<file path="src/rtl/usb_in_ep_pkt_buf.sv">
// USB IN endpoint packet buffer: gathers application bytes into one packet, answers IN tokens
// with NAK/STALL/DATAx, streams the payload and releases the buffer only on host ACK.
module usb_in_ep_pkt_buf #(
  parameter int unsigned MAX_PKT = 32,
  parameter int unsigned AW      = 5
) (
  input  logic          clk,
  input  logic          rst,
  output logic          in_ep_data_free,
  input  logic          in_ep_data_put,
  input  logic [7:0]    in_ep_data,
  input  logic          in_ep_data_done,
  input  logic          in_ep_stall,
  output logic          in_ep_acked,
  input  logic          in_tok,
  output logic          resp_valid,
  output logic [1:0]    resp_type,
  output logic          tx_pid_data1,
  output logic [AW:0]   tx_len,
  output logic          tx_data_valid,
  output logic [7:0]    tx_data,
  input  logic          tx_data_ready,
  output logic          tx_last,
  input  logic          hs_ack,
  input  logic          hs_timeout,
  input  logic          toggle_clr
);

  typedef enum logic [1:0] {StFill, StReady, StSend, StWaitHs} state_e;

  localparam logic [1:0]  RespNak   = 2'd0;
  localparam logic [1:0]  RespStall = 2'd1;
  localparam logic [1:0]  RespData  = 2'd2;
  localparam logic [AW:0] MaxCount  = (AW + 1)'(MAX_PKT);
  localparam logic [AW:0] LastCount = (AW + 1)'(MAX_PKT - 1);

  state_e         r_state, w_state_nxt;
  logic [AW:0]    r_count, w_count_nxt;
  logic [AW-1:0]  r_rd_ptr, w_rd_ptr_nxt;
  logic           r_toggle, w_toggle_nxt;
  logic           r_free, w_free_nxt;
  logic           r_acked, w_acked_nxt;
  logic           r_resp_valid, w_resp_valid_nxt;
  logic [1:0]     r_resp_type, w_resp_type_nxt;
  logic           r_pid, w_pid_nxt;
  logic [AW:0]    r_tx_len, w_tx_len_nxt;
  logic [7:0]     r_buf [MAX_PKT];

  logic           w_wr_en;
  logic           w_tx_valid;
  logic           w_tx_last;

  assign w_wr_en    = (r_state == StFill) && r_free && in_ep_data_put;
  // Payload starts the cycle after the response pulse; empty packets never present a byte.
  assign w_tx_valid = (r_state == StSend) && !r_resp_valid && (r_count != '0);
  assign w_tx_last  = w_tx_valid && ({1'b0, r_rd_ptr} == (r_count - (AW + 1)'(1)));

  always_comb begin
    w_state_nxt      = r_state;
    w_count_nxt      = r_count;
    w_rd_ptr_nxt     = r_rd_ptr;
    w_toggle_nxt     = r_toggle;
    w_acked_nxt      = 1'b0;
    w_resp_valid_nxt = 1'b0;
    w_resp_type_nxt  = r_resp_type;
    w_pid_nxt        = r_pid;
    w_tx_len_nxt     = r_tx_len;

    unique case (r_state)
      StFill: begin
        if (w_wr_en) begin
          w_count_nxt = r_count + (AW + 1)'(1);
        end
        if (in_ep_data_done || (w_wr_en && (r_count == LastCount))) begin
          w_state_nxt = StReady;
        end
      end
      StReady: begin
      end
      StSend: begin
        if (r_count == '0) begin
          w_state_nxt = StWaitHs;
        end else if (w_tx_valid && tx_data_ready) begin
          if (w_tx_last) begin
            w_state_nxt  = StWaitHs;
            w_rd_ptr_nxt = '0;
          end else begin
            w_rd_ptr_nxt = r_rd_ptr + AW'(1);
          end
        end
      end
      StWaitHs: begin
        if (hs_ack) begin
          w_toggle_nxt = ~r_toggle;
          w_count_nxt  = '0;
          w_acked_nxt  = 1'b1;
          w_state_nxt  = StFill;
        end else if (hs_timeout) begin
          w_state_nxt = StReady;
        end
      end
    endcase

    if (in_tok && ((r_state == StFill) || (r_state == StReady))) begin
      w_resp_valid_nxt = 1'b1;
      if (in_ep_stall) begin
        w_resp_type_nxt = RespStall;
        w_tx_len_nxt    = '0;
      end else if (r_state == StFill) begin
        w_resp_type_nxt = RespNak;
        w_tx_len_nxt    = '0;
      end else begin
        w_resp_type_nxt = RespData;
        w_tx_len_nxt    = r_count;
        w_pid_nxt       = r_toggle;
        w_rd_ptr_nxt    = '0;
        w_state_nxt     = StSend;
      end
    end

    // Clear wins over a same-cycle ACK flip.
    if (toggle_clr) begin
      w_toggle_nxt = 1'b0;
    end

    w_free_nxt = (w_state_nxt == StFill) && (w_count_nxt < MaxCount);
  end

  always_ff @(posedge clk) begin
    if (rst) begin
      r_state      <= StFill;
      r_count      <= '0;
      r_rd_ptr     <= '0;
      r_toggle     <= 1'b0;
      r_free       <= 1'b1;
      r_acked      <= 1'b0;
      r_resp_valid <= 1'b0;
      r_resp_type  <= RespNak;
      r_pid        <= 1'b0;
      r_tx_len     <= '0;
    end else begin
      r_state      <= w_state_nxt;
      r_count      <= w_count_nxt;
      r_rd_ptr     <= w_rd_ptr_nxt;
      r_toggle     <= w_toggle_nxt;
      r_free       <= w_free_nxt;
      r_acked      <= w_acked_nxt;
      r_resp_valid <= w_resp_valid_nxt;
      r_resp_type  <= w_resp_type_nxt;
      r_pid        <= w_pid_nxt;
      r_tx_len     <= w_tx_len_nxt;
    end
  end

  always_ff @(posedge clk) begin
    if (w_wr_en) begin
      r_buf[r_count[AW-1:0]] <= in_ep_data;
    end
  end

  assign in_ep_data_free = r_free;
  assign in_ep_acked     = r_acked;
  assign resp_valid      = r_resp_valid;
  assign resp_type       = r_resp_type;
  assign tx_pid_data1    = r_pid;
  assign tx_len          = r_tx_len;
  assign tx_data_valid   = w_tx_valid;
  assign tx_data         = r_buf[r_rd_ptr];
  assign tx_last         = w_tx_last;

endmodule
</file>
<file path="config.mk">
export PLATFORM = sky130hd
export DESIGN_NAME = usb_in_ep_pkt_buf
export DESIGN_NICKNAME = d
export VERILOG_FILES = /design/src/rtl/usb_in_ep_pkt_buf.sv
export SDC_FILE = /design/constraint.sdc
export NUM_CORES = 1
export LEC_CHECK = 0
export ABC_AREA = 1
export ABC_CLOCK_PERIOD_IN_PS = 4600
export BUFFER_PORTS_ARGS = -buffer_cell sky130_fd_sc_hd__buf_2
export CORE_MARGIN = 4
export CORE_UTILIZATION = 66
export CTS_CLUSTER_SIZE = 14
export DETAILED_ROUTE_END_ITERATION = 10
export GPL_ROUTABILITY_DRIVEN = 0
export PLACE_DENSITY_LB_ADDON = 0.2
export SLEW_MARGIN = 30
export SYNTH_ARGS = -nofsm -noshare
export SYNTH_HDL_FRONTEND = slang
export SYNTH_SLANG_ARGS = --single-unit
</file>
<file path="constraint.sdc">
create_clock -name clk -period 4.6 [get_ports clk]
set_clock_uncertainty 0.2 [all_clocks]
set_input_delay 0.92 -clock clk [delete_from_list [all_inputs] [get_ports clk]]
set_output_delay 0.92 -clock clk [all_outputs]
set_load 0.005 [all_outputs]
</file>
Word-level counts from Yosys, hierarchy flattened:

Memory sizes are Yosys's and may differ from the RTL's. A register that Yosys moved wholly into a read port is not among the register bits.
Index checks and enable logic that the tools add are counted.

* add/sub/neg operators: 3
* $lt $le $gt $ge: 1
* equality and inequality tests: 5
* multiplexer cells: 29
* bitwise logic cells: 4
* reductions and logical operators: 20

Operators with widths (number)
* two-way mux 5 bit: 8
* two-way mux 6 bit: 4
* two-way mux 2 bit: 11
* one-hot mux 6 bit (2 select lines): 1
* logical AND 1 bit: 9
* adder 6 x 1 -> 6 bit (second input constant): 1
* equality test 5 x 6 -> 1 bit: 1
* equality test 6 x 5 -> 1 bit (second input constant): 1
* zero test 6 bit: 1
* less-than comparator 6 bit (second input constant): 1
* one-hot mux 2 bit (3 select lines): 1
* nonzero test 6 bit: 1
* subtractor 6 x 1 -> 6 bit (second input constant): 1
* adder 5 x 1 -> 5 bit (second input constant): 1
* equality test 2 bit (second input constant): 2
* zero test 2 bit: 2
* two-way mux 1 bit: 4
* inverter 1 bit: 4
* OR reduction 2 bit: 2
* AND reduction 3 bit: 1
* equality test 2 x 1 -> 1 bit (second input constant): 1
* logical OR 1 bit: 2
* AND reduction 2 bit: 1
* zero test 1 bit: 1

* bits in registers: 26
* memory bits (writable): 256
* bits of input ports: 18
* output and inout bits: 22
* logic and storage cells: 73
* memories kept: 1

Memory list
* r_buf: words 32, width 8, read ports 1, clocked after memory_dff 1, wr ports 1, RTL line 47 `logic [7:0] r_buf [MAX_PKT];`

Depth between registers and ports, before layout:

* word-level depth: 13
* mapped depth: 16
* gate-level depth less buffers: 16

Least setup slack after synthesis:

No wires, ideal clock.

* kind: reg-to-output
* from: register r_count[0]
* to: output tx_last
* arrival: 1.403 ns
* data required time: 3.480 ns
* path slack: 2.077 ns
* cell stages (with the launch flop): 9
* path buffers: 0
* cell sequence: dfxtp_1 -> inv_2 -> ha_1 -> xnor2_1 -> nor2_1 -> nand2_1 -> nor2_2 -> nand2_1 -> nor2_1

* word-level cells in the longest chain between the ends: 3
* elaborated cells on any way between the ends: 5
* classes of those cells: add/sub (1); eq/ne (1); reduce/logical (3)

RTL lines
* start: declaration: RTL line 38 `logic [AW:0] r_count, w_count_nxt;`
* start signal: assignment: RTL line 143 `r_count <= w_count_nxt;`
* subtractor 6 x 1 -> 6 bit or nonzero test 6 bit (tied branches): RTL line 56, 55
* equality test 5 x 6 -> 1 bit or logical AND 1 bit (tied branches): RTL line 56, 55
* logical AND 1 bit (*): RTL line 56 `assign w_tx_last = w_tx_valid && ({1'b0, r_rd_ptr} == (r_count - (AW + 1)'(1)));`
* end: declaration: RTL line 23 `output logic tx_last,`

Every way passes the cells marked *; elsewhere a longest branch is shown, timed or not.

==> impl_metrics.csv <==
group,metric,value,unit
critical_path,path_delay_family,"buffers and inverters",
global_routing,grt-ovfl-total,0,
floorplanning,pin_count,40,
global_routing,grt_max_degree,83,
synth,synth-seq-cells,282,
detailed_routing,drc,0,
sta,hold_viol_final,0,
critical_path,worstReg2RegStart,"r_state[0]$_SDFF_PP0_",
power_and_ir_drop,p_leak,0.004411,uW
global_routing,grt_pass1_vias,7605,
sta,fmax,0.2343,GHz
synth,synth_edf_count,256,
detailed_routing,via_per_inst,6.328,
sta,setup_ws,332.6,ps
clock_tree,cts_hold_buffers,0,
synth,ys_seq_area_share,70.15,%
power_and_ir_drop,power,5910,uW
sta,min_period,4267,ps
placed_design,io_buffers,39,
cells_and_area,final_cell_mix,"edfxtp_1, nor2_1, o21ai_0, nand2_1",
synth,netlist.area_leader.share,65.70,%
critical_path,crit_type,"reg2out",
synth,ys.flop_type,"edfxtp_1",
critical_path,cp_common_cell,"o21ai_1",
sta,tightest_slew,956.3,ps
synth,syn_inst,970,
clock_tree,cts_setup_buffers,0,
clock_tree,clk_path_buf_depth,3,
clock_tree,cts.sinks,282,
clock_tree,cts_made_buffers,29,
clock_tree,cts-root-buf,"clkbuf_16",
synth,syn_nets,1000,
cells_and_area,final_nets,1023,
detailed_routing,routed_wl,27.76,mm
placed_design,dpl_worst_slack,1027,ps
global_routing,antenna_found_initial,0,
critical_path,worstPathRequired,3480,ps
floorplanning,die_x,141.2,um
cells_and_area,drive_above_1_share,12.60,%
detailed_routing,antenna_left,0,
critical_path,crit_start,"r_rd_ptr[0]$_SDFF_PP0_",
clock_tree,clk_pin_slew,60,ps
floorplanning,die_h,141.2,um
synth,async_reset_ff_share,0,%
detailed_routing,detail_route.first_pass.iterations,5,
global_routing,grt_usage,28.16,%
clock_tree,htreeDepth,1,
hold_path,hold_start,"resp_type[0]$_SDFFE_PP0P_",
sta,setup_viol,0,
sta,grt_setup_unrepaired,"no",
synth,yosysUniqueCellTypes,37,
critical_path,critPathCaptureType,"output pin",
cells_and_area,final_common_cell,"edfxtp_1",
floorplanning,num_rows,48,
hold_path,hold_path_end,"resp_type[0]$_SDFFE_PP0P_",
placed_design,dp.cells,1187,
run,drv_cap,0,
critical_path,r2r_cells,6,
detailed_routing,wl_per_cell,22.37,um
critical_path,r2r_end,"r_buf[1][6]$_DFFE_PP_",
synth,synthTopCellsByArea,"edfxtp_1, nor2_1, o21ai_0",
sta,period_share,92.77,%
synth,yosysWarnings,0,
cells_and_area,diodes,0,
critical_path,regToRegSetupSlack,1590,ps
power_and_ir_drop,peakVddDrop,405.8,uV
floorplanning,dieArea,19920,um2
critical_path,path_buf_inv,4,
global_routing,grt_first_pass_wirelength,43.21,mm
floorplanning,coreArea,17360,um2
placed_design,detailed_place_hpwl,16.19,mm
synth,syn_avg_cell_area,12.06,um2
cells_and_area,synthToLayoutAreaGrowth,10.60,%
hold_path,hold_depth,2,
critical_path,start_kind,"flop",
synth,synth_area,11700,um2
clock_tree,cts_tree,"yes",
power_and_ir_drop,powerDensity,456.6,nW/um2
critical_path,arrival,3150,ps
detailed_routing,vias,7853,
cells_and_area,stdcell_count,1241,
detailed_routing,drtIter0Drc,896,
sta,slew_violations,0,
sta,relSlewSlack,36.01,%
synth,synth_top_area_cell,"edfxtp_1",
run_status,status,"finished clean",
critical_path,critPathSlowestCell,"clkinv_2",
sta,setup-tns-final,0,ps
clock_tree,clk_latency,540,ps
floorplanning,start_util,67.42,%
critical_path,slowest_delay,550,ps
critical_path,crit_chain,"clkinv_2 -> buf_12 -> o21ai_1 -> o221ai_1 -> o211ai_1 -> nand4_1 -> o21ai_1 -> inv_1 -> buf_2",
critical_path,cp_max_fo,82,
clock_tree,ctsResizeCount,0,
hold_path,hold_class,"reg2reg",
[through the flow]
step           hold slack (ps)  util, %  cell area, um2
6_report                 256.8    74.56           12940
5_1_grt                  273.2    74.56           12940
4_1_cts                  252.2    74.56           12940
3_5_place_dp             238.9    68.73           11930
3_3_place_gp             233.3    68.73           11930
2_1_floorplan            239.6        -           11700
[tightest hold or removal path, cell delays in order, from the launching register on]
cell	delay [ps]
dfxtp_1	310
inv_1	50
a21oi_1	60
[flip-flops by register name, indices dropped and copies added (netlist names)]
register         count
r_rd_ptr             5
in_ep_acked          1
r_buf              256
resp_type            2
resp_valid           1
r_count              6
in_ep_data_free      1
r_state              2
tx_pid_data1         1
r_toggle             1
tx_len               6
[report_power, final]
part           leakage, uW  internal (uW)  switching, uW
Sequential         0.00252           2860           42.3
Clock             0.000499           1490            939
Combinational      0.00140            177            406
[worst max-delay path by stage]
stage / endpoint / depth (start not counted) / slack [ps]
2_1_floorplan: tx_last / 8 / 2080
5_1_grt: tx_data[7] / 9 / 140
3_5_place_dp: tx_data[5] / 9 / 1030
4_1_cts: tx_data[7] / 9 / 360
3_3_place_gp: tx_data[4] / 9 / 1070
6_report: tx_data[7] / 9 / 330
[area by class of cell]
class / instances / area (um2)
sequential: 282 / 8213
timing repair buffer: 47 / 267.8
tap: 225 / 281.5
fill: 1072 / 4415
clock buffer: 44 / 882.1
clock inverter: 10 / 130.1
multi-input combinational: 589 / 2998
inverter: 44 / 168.9
[cell usage after synthesis (2+ instances only)]
master    instances
edfxtp_1        256
nor2_1          174
o21ai_0         125
nand2_1          88
o22ai_1          39
inv_1            34
nand3_1          34
dfxtp_1          26
o221ai_1         25
buf_2            24
o21ai_1          22
a21oi_1          17
clkbuf_1         14
ha_1             12
buf_6            11
nand4_1          10
inv_2             8
nor2_2            8
o211ai_1          7
xor2_1            5
nor2_4            4
buf_1             3
nor3_1            3
nor3_2            3
a211oi_1          2
a21oi_2           2
buf_4             2
nand3_2           2
xnor2_1           2
[per-layer routing]
metal  part of all wire [%]  GRT usage (%)
met4                    3.2          10.96
met2                     49          45.55
met1                     40          39.46
met3                    8.3          3.799
met5                      0              0
[kinds of logic after synthesis]
logic type | count (synthesis) | synth area share, %
DFF | 282 | 70.15
adders and majority gates | 12 | 1.283
and+or+nand+nor | 329 | 11.98
buffers and inverters | 99 | 4.234
AOI/OAI and AO/OA | 241 | 11.84
xor gates and xnor gates | 7 | 0.5240
Power figures use the tool's default switching activity.
